[src/rtl/issue_hazard_controller_if.sv]
// Decode/scoreboard handshake bundle for the issue hazard controller.
// The controller connects through the slave modport, its driver through the master modport.
interface issue_hazard_controller_if #(
    parameter int DEPTH = 4
);
    localparam int CNT_W = $clog2(DEPTH) + 1;

    logic             de_valid;
    logic             de_uses_src_a;
    logic             de_uses_src_b;
    logic [2:0]       de_src_a;
    logic [2:0]       de_src_b;
    logic             de_uses_dest;
    logic [2:0]       de_dest;
    logic             de_is_branch;
    logic [7:0]       sb_ready;
    logic             mem_stall;
    logic             wb_valid;
    logic             br_resolve;
    logic             br_taken;
    logic             issue;
    logic             stall;
    logic             alloc_en;
    logic [2:0]       alloc_idx;
    logic             release_en;
    logic [2:0]       release_idx;
    logic             flushing;
    logic [CNT_W-1:0] inflight;

    modport master (
        output de_valid, de_uses_src_a, de_uses_src_b, de_src_a, de_src_b,
               de_uses_dest, de_dest, de_is_branch, sb_ready, mem_stall,
               wb_valid, br_resolve, br_taken,
        input  issue, stall, alloc_en, alloc_idx, release_en, release_idx,
               flushing, inflight
    );

    modport slave (
        input  de_valid, de_uses_src_a, de_uses_src_b, de_src_a, de_src_b,
               de_uses_dest, de_dest, de_is_branch, sb_ready, mem_stall,
               wb_valid, br_resolve, br_taken,
        output issue, stall, alloc_en, alloc_idx, release_en, release_idx,
               flushing, inflight
    );
endinterface

[src/rtl/issue_hazard_controller.sv]
// LC-3b decode issue controller: hazard checks, in-flight dest FIFO, wrong-path squash walk.
// Optional performance counters are enabled by defining ISSUE_HAZARD_PERF_EN.
module issue_hazard_controller #(
    parameter int DEPTH  = 4,
    parameter int PERF_W = 16
) (
    input  logic                       clk,
    input  logic                       rst,
    issue_hazard_controller_if.slave   bus
`ifdef ISSUE_HAZARD_PERF_EN
    ,
    output logic [PERF_W-1:0]          perf_stall_cycles,
    output logic [PERF_W-1:0]          perf_flush_entries
`endif
);
    localparam int AW = $clog2(DEPTH);
    localparam int PW = AW + 1;

    if (DEPTH < 2 || (DEPTH & (DEPTH - 1)) != 0 || PERF_W < 1) begin : g_bad_param
        $error("issue_hazard_controller: DEPTH must be a power of two >= 2, PERF_W >= 1");
    end

    typedef enum logic {RUN = 1'b0, FLUSH = 1'b1} state_t;

    state_t        state_q, state_d;
    logic [PW-1:0] head_q, head_d, tail_q, tail_d, br_ptr_q, br_ptr_d;
    logic          branch_pending_q, branch_pending_d;
    logic [3:0]    fifo_q [DEPTH];
    logic [3:0]    fifo_d [DEPTH];

    logic [PW-1:0] count, tail_m1;
    logic          full, empty, srcs_ok, dest_ok, can_issue;
    logic          retire, squash, resolve_taken, younger_exist;
    logic [3:0]    head_entry, last_entry;

    // Pointers carry one extra wrap bit so full and empty are distinguishable.
    assign count         = tail_q - head_q;
    assign tail_m1       = tail_q - 1'b1;
    assign full          = (count == PW'(DEPTH));
    assign empty         = (count == '0);
    assign head_entry    = fifo_q[head_q[AW-1:0]];
    assign last_entry    = fifo_q[tail_m1[AW-1:0]];
    assign retire        = bus.wb_valid && !empty;
    assign squash        = (state_q == FLUSH) && !retire;
    assign resolve_taken = bus.br_resolve && bus.br_taken && branch_pending_q;
    assign younger_exist = (tail_m1 != br_ptr_q);

    assign srcs_ok = (!bus.de_uses_src_a || bus.sb_ready[bus.de_src_a]) &&
                     (!bus.de_uses_src_b || bus.sb_ready[bus.de_src_b]);
    assign dest_ok = !bus.de_uses_dest || bus.sb_ready[bus.de_dest];

    assign can_issue = !rst && (state_q == RUN) && bus.de_valid && !bus.mem_stall &&
                       !full && srcs_ok && dest_ok &&
                       !(bus.de_is_branch && branch_pending_q) &&
                       !(bus.br_resolve && bus.br_taken);

    always_ff @(posedge clk or posedge rst) begin
        if (rst) begin
            state_q          <= RUN;
            head_q           <= '0;
            tail_q           <= '0;
            br_ptr_q         <= '0;
            branch_pending_q <= 1'b0;
        end else begin
            state_q          <= state_d;
            head_q           <= head_d;
            tail_q           <= tail_d;
            br_ptr_q         <= br_ptr_d;
            branch_pending_q <= branch_pending_d;
        end
    end

    // Entry storage needs no reset: validity is defined by the pointers alone.
    always_ff @(posedge clk) begin
        fifo_q <= fifo_d;
    end

    always_comb begin
        state_d = state_q;
        case (state_q)
            RUN:     if (resolve_taken && younger_exist) state_d = FLUSH;
            FLUSH:   if (squash && ((tail_m1 - 1'b1) == br_ptr_q)) state_d = RUN;
            default: state_d = RUN;
        endcase
    end

    always_comb begin
        head_d           = head_q;
        tail_d           = tail_q;
        br_ptr_d         = br_ptr_q;
        branch_pending_d = branch_pending_q;
        fifo_d           = fifo_q;
        if (retire) head_d = head_q + 1'b1;
        if (can_issue) begin
            tail_d = tail_q + 1'b1;
            fifo_d[tail_q[AW-1:0]] = {bus.de_uses_dest, bus.de_dest};
            if (bus.de_is_branch) begin
                br_ptr_d         = tail_q;
                branch_pending_d = 1'b1;
            end
        end else if (squash) begin
            tail_d = tail_m1;
        end
        if (bus.br_resolve && branch_pending_q) branch_pending_d = 1'b0;
    end

    always_comb begin
        bus.issue       = can_issue;
        bus.stall       = bus.de_valid && !can_issue;
        bus.alloc_en    = can_issue && bus.de_uses_dest;
        bus.alloc_idx   = bus.de_dest;
        bus.release_en  = 1'b0;
        bus.release_idx = 3'd0;
        bus.flushing    = (state_q == FLUSH);
        bus.inflight    = count;
        // Retire owns the release port; a flush step simply waits a cycle.
        if (retire) begin
            bus.release_en  = head_entry[3];
            bus.release_idx = head_entry[2:0];
        end else if (squash) begin
            bus.release_en  = last_entry[3];
            bus.release_idx = last_entry[2:0];
        end
    end

`ifdef ISSUE_HAZARD_PERF_EN
    logic [PERF_W-1:0] perf_stall_cycles_q, perf_stall_cycles_d;
    logic [PERF_W-1:0] perf_flush_entries_q, perf_flush_entries_d;

    always_comb begin
        perf_stall_cycles_d  = perf_stall_cycles_q;
        perf_flush_entries_d = perf_flush_entries_q;
        if (bus.stall && !(&perf_stall_cycles_q))
            perf_stall_cycles_d = perf_stall_cycles_q + 1'b1;
        if (squash && !(&perf_flush_entries_q))
            perf_flush_entries_d = perf_flush_entries_q + 1'b1;
    end

    always_ff @(posedge clk or posedge rst) begin
        if (rst) begin
            perf_stall_cycles_q  <= '0;
            perf_flush_entries_q <= '0;
        end else begin
            perf_stall_cycles_q  <= perf_stall_cycles_d;
            perf_flush_entries_q <= perf_flush_entries_d;
        end
    end

    assign perf_stall_cycles  = perf_stall_cycles_q;
    assign perf_flush_entries = perf_flush_entries_q;
`endif
endmodule

[src/flat_wrapper.sv]
// flat-port wrapper written by rule: the top's interface ports become plain ports
module issue_hazard_controller_flat 
#(
    parameter int DEPTH  = 4,
    parameter int PERF_W = 16
)
  (clk, rst, bus_de_valid, bus_de_uses_src_a, bus_de_uses_src_b, bus_de_src_a, bus_de_src_b, bus_de_uses_dest, bus_de_dest, bus_de_is_branch, bus_sb_ready, bus_mem_stall, bus_wb_valid, bus_br_resolve, bus_br_taken, bus_issue, bus_stall, bus_alloc_en, bus_alloc_idx, bus_release_en, bus_release_idx, bus_flushing, bus_inflight);
  issue_hazard_controller_if #(.DEPTH(DEPTH)) bus_i ();
  input  logic clk;
  input  logic rst;
  input wire logic [$bits(bus_i.de_valid)-1:0] bus_de_valid;
  input wire logic [$bits(bus_i.de_uses_src_a)-1:0] bus_de_uses_src_a;
  input wire logic [$bits(bus_i.de_uses_src_b)-1:0] bus_de_uses_src_b;
  input wire logic [$bits(bus_i.de_src_a)-1:0] bus_de_src_a;
  input wire logic [$bits(bus_i.de_src_b)-1:0] bus_de_src_b;
  input wire logic [$bits(bus_i.de_uses_dest)-1:0] bus_de_uses_dest;
  input wire logic [$bits(bus_i.de_dest)-1:0] bus_de_dest;
  input wire logic [$bits(bus_i.de_is_branch)-1:0] bus_de_is_branch;
  input wire logic [$bits(bus_i.sb_ready)-1:0] bus_sb_ready;
  input wire logic [$bits(bus_i.mem_stall)-1:0] bus_mem_stall;
  input wire logic [$bits(bus_i.wb_valid)-1:0] bus_wb_valid;
  input wire logic [$bits(bus_i.br_resolve)-1:0] bus_br_resolve;
  input wire logic [$bits(bus_i.br_taken)-1:0] bus_br_taken;
  output wire logic [$bits(bus_i.issue)-1:0] bus_issue;
  output wire logic [$bits(bus_i.stall)-1:0] bus_stall;
  output wire logic [$bits(bus_i.alloc_en)-1:0] bus_alloc_en;
  output wire logic [$bits(bus_i.alloc_idx)-1:0] bus_alloc_idx;
  output wire logic [$bits(bus_i.release_en)-1:0] bus_release_en;
  output wire logic [$bits(bus_i.release_idx)-1:0] bus_release_idx;
  output wire logic [$bits(bus_i.flushing)-1:0] bus_flushing;
  output wire logic [$bits(bus_i.inflight)-1:0] bus_inflight;
  assign bus_i.de_valid = bus_de_valid;
  assign bus_i.de_uses_src_a = bus_de_uses_src_a;
  assign bus_i.de_uses_src_b = bus_de_uses_src_b;
  assign bus_i.de_src_a = bus_de_src_a;
  assign bus_i.de_src_b = bus_de_src_b;
  assign bus_i.de_uses_dest = bus_de_uses_dest;
  assign bus_i.de_dest = bus_de_dest;
  assign bus_i.de_is_branch = bus_de_is_branch;
  assign bus_i.sb_ready = bus_sb_ready;
  assign bus_i.mem_stall = bus_mem_stall;
  assign bus_i.wb_valid = bus_wb_valid;
  assign bus_i.br_resolve = bus_br_resolve;
  assign bus_i.br_taken = bus_br_taken;
  assign bus_issue = bus_i.issue;
  assign bus_stall = bus_i.stall;
  assign bus_alloc_en = bus_i.alloc_en;
  assign bus_alloc_idx = bus_i.alloc_idx;
  assign bus_release_en = bus_i.release_en;
  assign bus_release_idx = bus_i.release_idx;
  assign bus_flushing = bus_i.flushing;
  assign bus_inflight = bus_i.inflight;
  issue_hazard_controller #(.DEPTH(DEPTH), .PERF_W(PERF_W)) u_core (.clk(clk), .rst(rst), .bus(bus_i));
endmodule
[config.mk]
export PLATFORM = sky130hd
export DESIGN_NAME = issue_hazard_controller_flat
export DESIGN_NICKNAME = d
export VERILOG_FILES = /design/src/rtl/issue_hazard_controller_if.sv /design/src/rtl/issue_hazard_controller.sv /design/src/flat_wrapper.sv
export SDC_FILE = /design/constraint.sdc
export NUM_CORES = 1
export LEC_CHECK = 0
export BUFFER_PORTS_ARGS = -buffer_cell sky130_fd_sc_hd__buf_2
export CORE_AREA = 2 2 88 48
export CTS_CLUSTER_SIZE = 28
export DETAILED_ROUTE_END_ITERATION = 10
export DIE_AREA = 0 0 90 50
export GPL_ROUTABILITY_DRIVEN = 0
export PLACE_DENSITY = 0.73
export SYNTH_ARGS = -nofsm -noshare
export SYNTH_HDL_FRONTEND = slang
export SYNTH_SLANG_ARGS = --single-unit
[constraint.sdc]
create_clock -name clk -period 3.5 [get_ports clk]
set_input_delay 0.525 -clock clk [delete_from_list [all_inputs] [get_ports clk]]
set_output_delay 0.525 -clock clk [all_outputs]
set_load 0.03 [all_outputs]
# Word-level counts from Yosys, hierarchy flattened
# Index checks and enable logic that the tools add are counted.
[word_totals]
reg_bits = 27
input_bits = 28
output_inout_bits = 14
word_cells = 95
[classes]
addsub = 5
n_lt_le_gt_ge = 7
eq_ne = 3
muxes = 27
bitwise = 4
n_reduce_logical = 40
[ops]
columns = ["cell", "count"]
rows = [
  ["logical AND 1 bit", 20],
  ["2-to-1 mux 4 bit", 5],
  ["binary-select mux 4 bit (select 2 bit)", 2],
  ["bitwise mux 16 bit", 1],
  ["< comparator 3 x 4 -> 1 bit, second input constant", 3],
  ["2-to-1 mux 3 bit", 4],
  ["zero test 1 bit", 11],
  ["2-to-1 mux 1 bit", 10],
  ["binary-select mux 1 bit (select 3 bit)", 3],
  [">= comparator 3 bit, second input constant", 3],
  ["inverter 2 -> 3 bit", 3],
  ["demux 4 bit (select 2 bit)", 1],
  ["adder 3 x 1 -> 3 bit, second input constant", 2],
  ["nonzero test 2 bit", 3],
  ["subtractor 3 x 1 -> 3 bit, second input constant", 2],
  ["AND reduction 2 bit", 2],
  ["== test 3 bit", 1],
  ["== test 3 bit, second input constant", 1],
  ["zero test 3 bit", 1],
  ["logical OR 1 bit", 3],
  ["< comparator 3 x 1 -> 1 bit, second input constant", 1],
  ["!= test 3 bit", 1],
  ["subtractor 3 bit", 1],
  ["one-hot mux 1 bit (2 select lines)", 1],
  ["inverter 1 bit", 1],
]

# Logic depth before layout (Yosys ltp)
# Gate-level depths: netlist of run 1.
[logic_depth]
word_depth = 11
ltp_mapped = 10

# Least setup slack after synthesis of run 1
# OpenSTA, ideal clock, no wires.
[synth_timing]
path_kind = "reg-to-output"
start = "register u_core.tail_q[0]"
end = "output port bus_stall"
arrival_time_ns = 3.037
required_time_ns = 2.975
slack_ns = -0.062
stages_incl_launch_ff = 10
cell_sequence = "dfrtp_1 > clkbuf_1 > inv_1 > ha_1 > fa_1 > xor3_1 > a31oi_2 > and3_1 > buf_4 > nor2b_1"
[synth_between]
elab_chain_len = 10
[synth_rtl]
columns = ["item", "line_no", "rtl"]
rows = [
  ["start, declared", "issue_hazard_controller.sv:26", "logic [PW-1:0] head_q, head_d, tail_q, tail_d, br_ptr_q, br_ptr_d;"],
  ["start signal, assigned", "issue_hazard_controller.sv:67", "tail_q <= tail_d;"],
  ["subtractor 3 bit", "issue_hazard_controller.sv:37", "assign count = tail_q - head_q;"],
  ["named net bus_inflight[2]", "flat_wrapper.sv:31", "output wire logic [$bits(bus_i.inflight)-1:0] bus_inflight;"],
  ["== test 3 bit", "issue_hazard_controller.sv:39", "assign full = (count == PW'(DEPTH));"],
  ["zero test 1 bit", "issue_hazard_controller.sv:53", "!full && srcs_ok && dest_ok &&"],
  ["logical AND 1 bit", "issue_hazard_controller.sv:52", "assign can_issue = !rst && (state_q == RUN) && bus.de_valid && !bus.mem_stall &&"],
  ["logical AND 1 bit (3 in series)", "issue_hazard_controller.sv:53", ""],
  ["logical AND 1 bit", "issue_hazard_controller.sv:54", "!(bus.de_is_branch && branch_pending_q) &&"],
  ["named net bus_issue", "flat_wrapper.sv:24", "output wire logic [$bits(bus_i.issue)-1:0] bus_issue;"],
  ["zero test 1 bit", "issue_hazard_controller.sv:109", "bus.stall = bus.de_valid && !can_issue;"],
  ["logical AND 1 bit", "issue_hazard_controller.sv:109", ""],
  ["end, declared", "flat_wrapper.sv:25", "output wire logic [$bits(bus_i.stall)-1:0] bus_stall;"],
]
# The timed path passes the listed nets, and every way through them passes these cells.

# Final worst setup path of run 1
[layout_timing]
start = "register u_core.tail_q[0]"
end = "output port bus_alloc_en"
[layout_between]
elab_chain_len = 9
[layout_rtl]
columns = ["item", "line_no", "rtl"]
rows = [
  ["subtractor 3 bit", "issue_hazard_controller.sv:37", ""],
  ["== test 3 bit", "issue_hazard_controller.sv:39", ""],
  ["zero test 1 bit", "issue_hazard_controller.sv:53", ""],
  ["logical AND 1 bit", "issue_hazard_controller.sv:52", ""],
  ["logical AND 1 bit (3 in series)", "issue_hazard_controller.sv:53", ""],
  ["logical AND 1 bit", "issue_hazard_controller.sv:54", ""],
  ["logical AND 1 bit", "issue_hazard_controller.sv:110", "bus.alloc_en = can_issue && bus.de_uses_dest;"],
  ["end, declared", "flat_wrapper.sv:26", "output wire logic [$bits(bus_i.alloc_en)-1:0] bus_alloc_en;"],
]
# Every way passes these cells.

==> impl_metrics.tcl, run 1 <==
set metrics [dict create \
    outcome "completed" \
    cts_buffers 3 \
    cp-end-kind "primary output" \
    synth_area_leader_cell "edfxtp_1" \
    nets 214 \
    final_common_cell "buf_2" \
    reg2reg_slack_ps 800 \
    gr-usage-all-layers 0.198 \
    cts.clk_slew.worst_paths_ps 100 \
    num_vias 1263 \
    cp-start-kind "flop" \
    power.share.combinational 0.609 \
    ctsResizeCount 0 \
    cap_viol_max_count 0 \
    die_h_um 50 \
    ctsHoldBuffers 0 \
    yosysSeqAreaShare 0.421 \
    core_um2 3720 \
    worstPathMaxFanout 8 \
    timing.hold.ws_ps 239 \
    grt_max_degree 17 \
    synth_edf_count 16 \
    clkLatencyLatePin_ps 280 \
    antenna_cells 0 \
    slew_violations 0 \
    grt_antenna_before_repair 0 \
    fin_crit_sh 0.920 \
    via_per_inst 5.49 \
    grt_pass1_vias 1290 \
    overflow 0 \
    max_stage_delay_ps 380 \
    tightest_slew_ps 456 \
    fin_tns_setup_ps 0 \
    leakage_nw 0.937 \
    layout-drive-gt1-share 0.375 \
    hold_violations 0 \
    fp.dieW_um 90 \
    ios 42 \
    ys_ff_latch 27 \
    clock-sinks 27 \
    dieArea_um2 4500 \
    syn_inst 140 \
    slew_headroom 0.696 \
    postCtsSetupBuffers 0 \
    p_per_area_nw_per_um2 823 \
    wire_per_inst_um 17.7 \
    rows 16 \
    ys_warn_count 0 \
    cts_tree "yes" \
    grt_pass1_wl_um 6800 \
    htree_levels 1 \
    start_util 0.482 \
    rsz0062_at_grt "false" \
    seq_power_share 0.283 \
    numPortBuffers 41 \
    area_growth_pct 15.3 \
    synth_top_area_frac 0.268 \
    crit_type "reg2out" \
    routed_wl_um 4080 \
    setup_viol_count_final 0 \
    crit_chain "inv_1 > ha_1 > fa_1 > xor3_1 > a31oi_2 > and3_1 > and2_1 > buf_2" \
    layout_common_cells "buf_2, nand2_1, edfxtp_1" \
    slowest_stage "a31oi_2" \
    syn_nets 177 \
    min_period_ps 3220 \
    async_reset_ff_frac 0.407 \
    critPathTopFamily "adder cells" \
    post-dp-hpwl_um 3280 \
    cts.root.buffer_cell "clkbuf_8" \
    clock_path_buffers 2 \
    hold_path_class "in2async" \
    synth_cell_type_count 32 \
    drt.antenna.violating_nets 0 \
    syn_avg_cell_area_um2 12.8 \
    dr.pass1.iters 4 \
    p_int_mw 0.905 \
    fmax_ghz 0.310 \
    ir_drop_mv 0.457 \
    swShare 0.469 \
    synth_area_um2 1790 \
    synthFlopType "edfxtp_1" \
    synth.area.top_cells "edfxtp_1, dfrtp_1, mux4_2" \
    drc_errors 0 \
    switchingPower_mw 0.798 \
    critPathBufInv 2 \
    worstPathArrival_ps 2700 \
    required_ps 2970 \
    power.share.clock 0.109 \
    finClkSkew_ps 5.83 \
    drt_iter0_markers 106 \
]
[registers in the layout (all words and copies together), names as in the netlist]
name	count
u_core.fifo_q	16
u_core.br_ptr_q	3
u_core.bus.flushing	1
u_core.branch_pending_q	1
u_core.tail_q	3
u_core.head_q	3
[synthesized netlist by cell type (2+ instances only)]
library cell   n
clkbuf_1       4
mux2_4         3
buf_4          4
xnor2_1        5
mux4_2        11
ha_1           8
nand3_1        5
nand2_1       18
mux2i_1       12
and2_1         5
dfrtp_1       11
a41oi_1        4
buf_2          2
nor2_1         2
o21ai_0        3
edfxtp_1      16
and3_1         3
xor2_1         4
inv_1          7
[power groups by stage]
stage / clock [mW] / combinational, mW / sequential (mW)
2_1_floorplan: 0 / 0.787 / 0.468
3_3_place_gp: 0 / 1.01 / 0.483
3_5_place_dp: 0 / 1.04 / 0.490
4_1_cts: 0.188 / 1.05 / 0.483
5_1_grt: 0.200 / 1.12 / 0.495
6_report: 0.185 / 1.04 / 0.482
[final cells by class]
type / count / area [µm²]
Clock inverter: 1 / 7.51
Sequential cell: 27 / 756
Tap cell: 54 / 67.6
Inverter: 7 / 26.3
Fill cell: 311 / 1650
Multi-Input combinational cell: 94 / 943
Timing Repair Buffer: 44 / 228
Clock buffer: 3 / 41.3
[kinds of logic (layout without fill, tap and decap cells)]
family	after synthesis	after routing	synth area share
buf+inv	19	55	0.0544
simple gates	36	36	0.104
flops	27	27	0.421
compound gates	13	13	0.0662
mux	26	26	0.230
xor+xnor	10	10	0.0572
fa+ha+maj	9	9	0.0669
[final timing paths]
check                            startpoint                       to  cells past startpoint
setup reg to reg           u_core.tail_q[0]        u_core.fifo_q[15]                      7
min in group clk             bus_br_resolve  u_core.branch_pending_q                      2
setup / recovery           u_core.tail_q[0]             bus_alloc_en                      8
max in group asynchronous               rst         u_core.tail_q[0]                      2
hold / removal                          rst         u_core.tail_q[2]                      2
hold reg to reg            u_core.head_q[2]         u_core.head_q[2]                      1
[through the flow]
step	instances	utilization	worst slack, ps	power (mW)	area, µm²
after floorplan	140	-	23.3	1.26	1800
after global placement	226	0.543	676	1.49	2020
after detailed placement	226	0.543	617	1.53	2020
after CTS	230	0.556	288	1.72	2070
after global routing	230	0.556	143	1.82	2070
final	230	0.556	279	1.70	2070
[layer usage]
layer / track usage / vias up / part of all wire
li1: - / 588 / -
met1: 0.294 / 630 / 0.48
met2: 0.310 / 40 / 0.45
met3: 0.0367 / 5 / 0.068
met4: 0.0308 / 0 / 0.0066
met5: 0 / - / 0
Power figures use the tool's default switching activity.
==> run 2, diff against run 1 <==
Settings changed: ABC_AREA set to 1, CORE_AREA 2 2 88 48 to 2 2 91 49, DIE_AREA 0 0 90 50 to 0 0 93 51, PLACE_DENSITY 0.73 to 0.72.
==> run 2 against run 1 <==
Net effect: clock-buffer cell count stayed put; worst setup slack better by 220 ps; register-to-register slack better by 140 ps; sequential share of layout area is 2.1 points lower; global-route usage is 0.54 points higher; total power is 3.3% higher; utilization is 1.8 points lower; clock power hardly changed; sequential cell count stayed put; critical path depth is 5 higher; worst hold slack better by 10 ps; die area is 5.4% higher; highest routed layer unchanged.
==> impl_metrics.tcl, run 2 <==
set metrics [dict create \
    synth_edf_count 16 \
    ios 42 \
    gr-usage-all-layers 0.203 \
    area_growth_pct 15.9 \
    htree_levels 1 \
    slew_headroom 0.683 \
    fin_tns_setup_ps 0 \
    yosysMostFrequentCell "nand2_1" \
    syn_avg_cell_area_um2 8.03 \
    synth_area_um2 1900 \
    setup_viol_count_final 0 \
    fillerInstances 407 \
    rows 17 \
    drt.antenna.violating_nets 0 \
    min_period_ps 3000 \
    hold_path_class "in2async" \
    crit_type "reg2out" \
    ys_warn_count 0 \
    worstPathArrival_ps 2470 \
    cts_tree "yes" \
    wire_per_inst_um 13.0 \
    synth_top_area_frac 0.253 \
    hold_violations 0 \
    antenna_cells 0 \
    postCtsSetupBuffers 0 \
    synth_cell_type_count 32 \
    grt_pass1_vias 1527 \
    synth.area.top_cells "edfxtp_1, dfrtp_1, nand2_1" \
    fp.dieW_um 93 \
    worstPathMaxFanout 10 \
    dieArea_um2 4740 \
    dr.pass1.iters 5 \
    finClkSkew_ps 3.48 \
    synthFlopType "edfxtp_1" \
    slew_violations 0 \
    p_per_area_nw_per_um2 801 \
    fmax_ghz 0.333 \
    core_um2 4080 \
    synth_area_leader_cell "edfxtp_1" \
    cts.clk_slew.worst_paths_ps 100 \
    syn_nets 273 \
    clkLatencyLatePin_ps 280 \
    ir_drop_mv 0.264 \
    layout_common_cells "nand2_1, buf_2, inv_1, nor2_1" \
    grt_max_degree 17 \
    synth_common_cells "nand2_1, inv_1, nor2_1" \
    start_util 0.464 \
    clock-sinks 27 \
    numPortBuffers 41 \
    ctsResizeCount 0 \
    required_ps 2970 \
    largest_register_ffs 16 \
    grt_pass1_wl_um 7330 \
    yosysSeqAreaShare 0.399 \
    via_per_inst 5.04 \
    final_common_cell "nand2_1" \
    num_vias 1679 \
    fin_util 0.538 \
    layout-drive-gt1-share 0.268 \
    outcome "completed" \
    clock_path_buffers 2 \
    cp-end-kind "primary output" \
    die_h_um 51 \
    nets 314 \
    async_reset_ff_frac 0.407 \
    rsz0062_at_grt "false" \
    ctsHoldBuffers 0 \
    ys_ff_latch 27 \
    grt_antenna_before_repair 0 \
    syn_inst 236 \
    drt_iter0_markers 105 \
    max_flop_register "u_core.fifo_q" \
    drc_errors 0 \
    cp-start-kind "flop" \
    tightest_slew_ps 475 \
    routed_wl_um 4350 \
    leakage_nw 1.08 \
    cts.root.buffer_cell "clkbuf_8" \
    overflow 0 \
    post-dp-hpwl_um 3550 \
    cts_buffers 3 \
    cap_viol_max_count 0 \
    fin_crit_sh 0.857 \
]
run 2: worst max-delay path: stages, from the launching register on:
cell and delay (ps):
dfrtp_1 490, ha_1 240, fa_1 390, inv_1 70, nand2_1 60, nand2_1 80
nand2_1 70, nand2_1 90, nand2_1 60, nand2_2 90, nand2_2 120, inv_2 100
a22o_1 120, buf_2 190
run 2: cell type report:
cell class / count / area, µm² / share of cell area
multi-input combinational: 168 / 973 / 0.443
sequential: 27 / 756 / 0.344
timing repair buffer: 43 / 220 / 0.100
inverter: 34 / 128 / 0.0581
tap: 57 / 71.3 / 0.0325
clock buffer: 3 / 41.3 / 0.0188
clock inverter: 1 / 7.51 / 0.00342
run 2: worst paths after layout:
path                               startpoint                       to  depth (start not counted)  slack [ps]
max                          u_core.head_q[0]       bus_release_idx[0]                         13         500
min                                       rst         u_core.tail_q[1]                          2         250
max reg2reg                  u_core.head_q[0]         u_core.fifo_q[4]                         11         940
min reg2reg                u_core.br_ptr_q[1]       u_core.br_ptr_q[1]                          2         510
max in group asynchronous                 rst       u_core.br_ptr_q[2]                          2        2930
min in group clk               bus_br_resolve  u_core.branch_pending_q                          2         420
run 2: power by group:
group | switching, mW | internal [mW] | leakage (nW) | total [mW]
clock | 0.105 | 0.0811 | 0.0217 | 0.186
combinational | 0.712 | 0.386 | 0.775 | 1.10
sequential | 0.0778 | 0.398 | 0.284 | 0.475
run 2: logic make-up after synthesis:
group           after synthesis  synth area share
simple gates                112             0.290
buf+inv                      41            0.0878
compound gates               38             0.118
flops                        27             0.399
fa+ha+maj                     9            0.0634
xor+xnor                      8            0.0370
mux                           1           0.00528
run 2: through the flow:
step | hold slack (ps) | area (µm²) | instances | setup WS (ps) | power (mW)
detailed placement | 491 | 2150 | 329 | 827 | 1.57
CTS | 259 | 2200 | 333 | 505 | 1.76
floorplan | 377 | 1900 | 236 | 581 | 1.29
global placement | 487 | 2150 | 329 | 905 | 1.56
global route | 280 | 2200 | 333 | 276 | 1.92
finish | 249 | 2200 | 333 | 500 | 1.76
run 2: routing by layer:
layer	GRT usage	wire, µm
met5	0	0
met1	0.317	2280
met3	0.0501	425
met2	0.268	1570
met4	0.0686	70
